==> src/rtl/alu4_pkg.sv <==
// Shared definitions for the alu4 status path: opcode class, condition codes, flag bundle.
package alu4_pkg;

    localparam int unsigned FLAG_W   = 4;
    localparam int unsigned RESULT_W = 4;
    localparam int unsigned OP_W     = 3;
    localparam int unsigned COND_W   = 4;

    // op[2:1] value that marks add/sub; everything else is a logic op
    localparam logic [1:0] ARITH_OPS = 2'b11;

    typedef enum logic [COND_W-1:0] {
        COND_EQ = 4'h0,
        COND_NE = 4'h1,
        COND_CS = 4'h2,
        COND_CC = 4'h3,
        COND_MI = 4'h4,
        COND_PL = 4'h5,
        COND_VS = 4'h6,
        COND_VC = 4'h7,
        COND_HI = 4'h8,
        COND_LS = 4'h9,
        COND_GE = 4'hA,
        COND_LT = 4'hB,
        COND_GT = 4'hC,
        COND_LE = 4'hD,
        COND_AL = 4'hE,
        COND_NV = 4'hF
    } cond_e;

    typedef struct packed {
        logic c;
        logic n;
        logic z;
        logic v;
    } flags_t;

    typedef enum logic {
        ST_EMPTY = 1'b0,
        ST_FULL  = 1'b1
    } buf_state_e;

    function automatic logic is_arith(input logic [OP_W-1:0] op);
        return (op[2:1] == ARITH_OPS);
    endfunction

endpackage

==> src/rtl/flag_reg4_cond_eval4.sv <==
// Condition-code evaluator: maps a 4-bit condition selector onto a set of NZCV flags.
module cond_eval4
    import alu4_pkg::*;
(
    input  flags_t              flags,
    input  logic [COND_W-1:0]   cond,
    output logic                cond_true
);

    logic n_eq_v;

    assign n_eq_v = (flags.n == flags.v);

    always_comb begin
        cond_true = 1'b0;
        case (cond_e'(cond))
            COND_EQ: cond_true = flags.z;
            COND_NE: cond_true = !flags.z;
            COND_CS: cond_true = flags.c;
            COND_CC: cond_true = !flags.c;
            COND_MI: cond_true = flags.n;
            COND_PL: cond_true = !flags.n;
            COND_VS: cond_true = flags.v;
            COND_VC: cond_true = !flags.v;
            COND_HI: cond_true = flags.c & !flags.z;
            COND_LS: cond_true = !flags.c | flags.z;
            COND_GE: cond_true = n_eq_v;
            COND_LT: cond_true = !n_eq_v;
            COND_GT: cond_true = !flags.z & n_eq_v;
            COND_LE: cond_true = flags.z | !n_eq_v;
            COND_AL: cond_true = 1'b1;
            COND_NV: cond_true = 1'b0;
            default: cond_true = 1'b0;
        endcase
    end

endmodule

==> src/rtl/flag_reg4.sv <==
// Registered ALU status stage: one-entry valid/ready buffer holding result and NZCV,
// with sticky carry/overflow, a saturating overflow counter and condition evaluation.
module flag_reg4
    import alu4_pkg::*;
#(
    parameter bit          KEEP_CV = 1'b1,
    parameter int unsigned CNT_W   = 8
) (
    input  logic                clk,
    input  logic                reset_n,
    input  logic                in_valid,
    output logic                in_ready,
    input  logic [OP_W-1:0]     op,
    input  logic [RESULT_W-1:0] result,
    input  logic                c,
    input  logic                n,
    input  logic                z,
    input  logic                v,
    output logic                out_valid,
    input  logic                out_ready,
    output logic [RESULT_W-1:0] q_result,
    output logic                q_c,
    output logic                q_n,
    output logic                q_z,
    output logic                q_v,
    input  logic [COND_W-1:0]   cond,
    output logic                cond_true,
    input  logic                clr_sticky,
    output logic                sticky_c,
    output logic                sticky_v,
    output logic [CNT_W-1:0]    ovf_cnt
);

    localparam logic [CNT_W-1:0] CNT_MAX = {CNT_W{1'b1}};

    buf_state_e          state_q;
    buf_state_e          state_d;
    logic                accept;
    logic                arith;
    logic                load_cv;
    logic                sticky_c_d;
    logic                sticky_v_d;
    logic [CNT_W-1:0]    ovf_cnt_d;
    flags_t              held_flags;

    assign out_valid = (state_q == ST_FULL);
    assign in_ready  = !out_valid | out_ready;
    assign accept    = in_valid & in_ready;
    assign arith     = is_arith(op);
    assign load_cv   = arith | !KEEP_CV;

    // Buffer state register
    always_ff @(posedge clk or negedge reset_n) begin
        if (!reset_n) begin
            state_q <= ST_EMPTY;
        end else begin
            state_q <= state_d;
        end
    end

    // Next state: a full buffer refills in the same cycle it drains
    always_comb begin
        state_d = state_q;
        case (state_q)
            ST_EMPTY: begin
                if (in_valid) begin
                    state_d = ST_FULL;
                end
            end
            ST_FULL: begin
                if (out_ready && !in_valid) begin
                    state_d = ST_EMPTY;
                end
            end
            default: state_d = ST_EMPTY;
        endcase
    end

    // Held entry; C/V only follow the input for arith ops unless KEEP_CV is off
    always_ff @(posedge clk or negedge reset_n) begin
        if (!reset_n) begin
            q_result <= '0;
            q_n      <= 1'b0;
            q_z      <= 1'b0;
            q_c      <= 1'b0;
            q_v      <= 1'b0;
        end else if (accept) begin
            q_result <= result;
            q_n      <= n;
            q_z      <= z;
            if (load_cv) begin
                q_c <= c;
                q_v <= v;
            end
        end
    end

    // Clear first, then apply any event from the op accepted this cycle
    always_comb begin
        sticky_c_d = clr_sticky ? 1'b0 : sticky_c;
        sticky_v_d = clr_sticky ? 1'b0 : sticky_v;
        ovf_cnt_d  = clr_sticky ? '0 : ovf_cnt;
        if (accept && arith) begin
            if (c) begin
                sticky_c_d = 1'b1;
            end
            if (v) begin
                sticky_v_d = 1'b1;
                if (ovf_cnt_d != CNT_MAX) begin
                    ovf_cnt_d = ovf_cnt_d + CNT_W'(1);
                end
            end
        end
    end

    always_ff @(posedge clk or negedge reset_n) begin
        if (!reset_n) begin
            sticky_c <= 1'b0;
            sticky_v <= 1'b0;
            ovf_cnt  <= '0;
        end else begin
            sticky_c <= sticky_c_d;
            sticky_v <= sticky_v_d;
            ovf_cnt  <= ovf_cnt_d;
        end
    end

    assign held_flags = '{c: q_c, n: q_n, z: q_z, v: q_v};

    cond_eval4 u_cond_eval4 (
        .flags     (held_flags),
        .cond      (cond),
        .cond_true (cond_true)
    );

endmodule
==> config.mk <==
export PLATFORM = sky130hd
export DESIGN_NAME = flag_reg4
export DESIGN_NICKNAME = d
export VERILOG_FILES = /design/src/rtl/alu4_pkg.sv /design/src/rtl/flag_reg4_cond_eval4.sv /design/src/rtl/flag_reg4.sv
export SDC_FILE = /design/constraint.sdc
export NUM_CORES = 1
export LEC_CHECK = 0
export ABC_AREA = 1
export BUFFER_PORTS_ARGS = -buffer_cell sky130_fd_sc_hd__buf_2
export CORE_AREA = 5 5 74 76
export DETAILED_ROUTE_END_ITERATION = 6
export DIE_AREA = 0 0 79 81
export SKIP_CTS_REPAIR_TIMING = 1
export SYNTH_ARGS = -nofsm -noshare
export SYNTH_HDL_FRONTEND = slang
export SYNTH_SLANG_ARGS = --single-unit
==> constraint.sdc <==
create_clock -name clk -period 4.4 [get_ports clk]
set_clock_uncertainty 0.05 [all_clocks]
set_input_delay 0.22 -clock clk [delete_from_list [all_inputs] [get_ports clk]]
set_output_delay 0.22 -clock clk [all_outputs]
set_load 0.01 [all_outputs]
==> results.rst <==
.. list-table::
   :header-rows: 1

   * - Metric
     - Value
   * - Synthesized area divided by synthesized cell count
     - ~7.6 um^2
   * - Outcome
     - finished, final reports clean
   * - Avg Vias per Cell
     - 4.41
   * - Vias in the first global route
     - 1,157
   * - Clk sink count
     - 19
   * - PD cells
     - 284 nW/um^2
   * - Total cell area at the placement stage
     - 1400 um^2
   * - Clock tree from TritonCTS
     - yes
   * - Most frequent cells in the layout
     - sky130_fd_sc_hd__buf_2 (39), sky130_fd_sc_hd__nand2_1 (38), sky130_fd_sc_hd__inv_1 (25)
   * - Buffers added on ports
     - 39
   * - First-pass GRT wire length
     - 5000 um
   * - Count of final hold-check violations
     - 0
   * - Via count
     - 1,089
   * - Post-synthesis xor/xnor area fraction
     - 0.00768
   * - Proportion of layout cells with a drive suffix above 1
     - 0.316
   * - Main combinational cell family by area after synthesis
     - simple AND/OR/NAND/NOR gates
   * - Clock Latency Late Sink
     - 0.26 ns
   * - Syn_nets
     - 170
   * - Post-synthesis share of cell area spent on full adders, half adders and majority gates
     - 0.0110
   * - Iteration-0 DRC count of the detailed router
     - 35
   * - Max rail drop VDD
     - 0.000132 V
   * - Core Area
     - 4660 um^2
   * - Worst-path fanout max
     - 5
   * - WP data required
     - 4.13 ns
   * - Antenna violations before repair
     - 0
   * - Number of setup violations in the final report
     - 0
   * - Max H-tree Level
     - 1
   * - Transition time at the pin with the least slew margin
     - 0.441 ns
   * - Average wire per standard cell
     - 11.2 um
   * - Final ANT Viol Nets
     - 0
   * - Final wirelength
     - roughly 2800 um
   * - Gate Count Post-Synth
     - about 150
   * - Leakage dissipation
     - 0.799 nW
   * - Simple-gate portion of the synthesized area
     - 0.366
   * - Global-route usage over all layers
     - 0.0963
   * - Share of the yosys chip area belonging to registers
     - 0.417
   * - Placed wire-length estimate after detailed placement
     - 2220 um
   * - Post-Layout Inst Area
     - 1460 um^2
   * - Final weighted congestion in routability-driven placement
     - approximately 0.81
   * - Part of the cycle the worst path needs
     - 0.397
   * - Number of diodes
     - 0
   * - Post-layout instance count excluding filler cells
     - 247
   * - Category of the most critical setup path
     - reg2out
   * - Top Ports
     - 41
   * - Yosys warnings
     - 0
   * - DIE WIDTH
     - between 70 and 80 um
   * - Detailed-router iteration count before antenna repair
     - 2
   * - Critical path startpoint
     - q_n$_DFFE_PN0P_
   * - TNS Setup
     - 0 ns
   * - FMAX
     - 572 MHz
   * - Final hold slack
     - about 0.12 ns
   * - Cell Count Post-Placement
     - 242
   * - Relative slew margins
     - 0.706
   * - Hold Startpoint
     - c
   * - Clock Pin Slew Worst Setup and Hold Paths
     - roughly 0.07 ns
   * - Area Growth Syn to Fin
     - 28.0%
   * - Congestion Overflow GR
     - 0
   * - Die Area
     - 6400 um^2
   * - Register bit count reported by yosys
     - 19
   * - Site row count
     - 25
   * - Die Ht
     - 81 um
   * - DRC violations left
     - 0
   * - Time the worst path needs with I/O delays and setup
     - 1.75 ns
   * - Effective utilization at floorplan
     - 0.245
   * - Setup crit end kind
     - output port
   * - Maximum number of pins on one net before global-route repair
     - 20
   * - Portion of netlist area occupied by mux cells
     - 0.0395
   * - Most common cell after layout, fill and taps aside
     - sky130_fd_sc_hd__buf_2
   * - Worst setup SP type
     - register
   * - Number of different library cells in the post-synthesis netlist
     - 23
   * - Setup repair after global routing missed its margin
     - no
   * - Maximum number of buffers from clock root to sink
     - 2
   * - Data arrival time of the critical path
     - 1.48 ns
   * - Area fraction in compound gates after synthesis
     - 0.0735
   * - Number of buffers inserted during clock tree synthesis
     - 3
   * - Post-route core utilization
     - 0.313
   * - Root Buffer Master
     - sky130_fd_sc_hd__clkbuf_8
   * - Post-synthesis instance area
     - 1140 um^2
   * - Final Max Tran Viols
     - 0
   * - Max-cap violations
     - 0
   * - Final net count
     - 215
   * - Start of the worst register-to-register path
     - ovf_cnt[0]$_DFF_PN0_
   * - Worst min-delay path category
     - in2reg
-- routing by layer --
| metal | track usage | routed length (um) | vias to the layer above |
|---|---|---|---|
| met2 | 0.169 | 1220 | 29 |
| met4 | 0.0172 | 4 | 0 |
| met5 | 0 | 0 | - |
| li1 | - | - | 563 |
| met3 | 0.0344 | 212 | 2 |
| met1 | 0.114 | 1330 | 495 |
-- state kept, by name (all words and copies together) (netlist names) --
register,cells
ovf_cnt,8
q_result,4
out_valid,1
q_c,1
q_n,1
q_v,1
q_z,1
sticky_c,1
sticky_v,1
-- per-stage QoR --
stage               worst slack [ns]  power [W]
floorplan                       2.84   0.000253
global placement                2.77   0.000293
detailed placement              2.75   0.000294
CTS                             2.62   0.000421
global route                    2.44   0.000443
finish                          2.65   0.000414
-- worst max-delay path, cell delays in order (launching register included) --
cell	delay [ns]
sky130_fd_sc_hd__dfrtp_1	0.40
sky130_fd_sc_hd__inv_1	0.11
sky130_fd_sc_hd__nand2_1	0.10
sky130_fd_sc_hd__nand2_1	0.07
sky130_fd_sc_hd__o21ai_0	0.15
sky130_fd_sc_hd__nand2_1	0.07
sky130_fd_sc_hd__nand3_1	0.08
sky130_fd_sc_hd__nand2_1	0.05
sky130_fd_sc_hd__nand3_1	0.05
sky130_fd_sc_hd__buf_2	0.13
-- cell usage after synthesis --
library cell	n	area [um^2]
sky130_fd_sc_hd__a21oi_1	4	20.0
sky130_fd_sc_hd__dfrtp_1	19	475
sky130_fd_sc_hd__ha_1	1	12.5
sky130_fd_sc_hd__inv_1	25	93.8
sky130_fd_sc_hd__inv_2	1	3.75
sky130_fd_sc_hd__mux2_2	4	45.0
sky130_fd_sc_hd__nand2_1	38	143
sky130_fd_sc_hd__nand2_2	3	18.8
sky130_fd_sc_hd__nand2_4	1	11.3
sky130_fd_sc_hd__nand3_1	15	75.1
sky130_fd_sc_hd__nand3_2	1	10.0
sky130_fd_sc_hd__nand4_1	2	12.5
sky130_fd_sc_hd__nand4_2	1	12.5
sky130_fd_sc_hd__nand4_4	1	21.3
sky130_fd_sc_hd__nor2_1	15	56.3
sky130_fd_sc_hd__nor2_2	2	12.5
sky130_fd_sc_hd__nor2_4	3	33.8
sky130_fd_sc_hd__nor3_2	1	10.0
sky130_fd_sc_hd__o211ai_1	2	15.0
sky130_fd_sc_hd__o21ai_0	7	35.0
sky130_fd_sc_hd__o21bai_1	1	7.51
sky130_fd_sc_hd__o22ai_1	1	6.26
sky130_fd_sc_hd__xnor2_1	1	8.76
-- cell families (layout without fill, tap and decap cells) --
group,Yosys count,in the layout
buffers and inverters,26,70
AND/OR/NAND/NOR,83,83
multiplexers,4,4
adder cells (fa/ha/maj),1,1
XOR/XNOR,1,1
flip-flops,19,19
AO/OA/AOI/OAI,15,15
-- area by class of cell --
type / instances / area, um^2
Clock buffer: 3 / 41.3
Multi-Input combinational cell: 104 / 567
Inverter: 26 / 97.6
Tap cell: 54 / 67.6
Clock inverter: 1 / 5.00
Sequential cell: 19 / 475
Timing Repair Buffer: 40 / 205
Fill cell: 495 / 3200
-- power by group --
group,internal [W],total (W),switching (W)
clock network,0.0000630,0.000124,0.0000607
logic,0.0000373,0.0000899,0.0000526
registers,0.000189,0.000200,0.0000115
total,0.000289,0.000414,0.000125
-- final timing paths --
| kind | end | slack (ns) | cells after the start |
|---|---|---|---|
| setup / recovery | cond_true | 2.65 | 9 |
| hold / removal | sticky_c$_DFF_PN0_ | 0.12 | 3 |
| setup reg to reg | ovf_cnt[3]$_DFF_PN0_ | 2.74 | 10 |
| hold reg to reg | sticky_c$_DFF_PN0_ | 0.43 | 2 |
| max in group asynchronous | q_c$_DFFE_PN0P_ | 3.61 | 2 |
| min in group asynchronous | ovf_cnt[2]$_DFF_PN0_ | 0.39 | 2 |
Power figures use the tool's default switching activity.
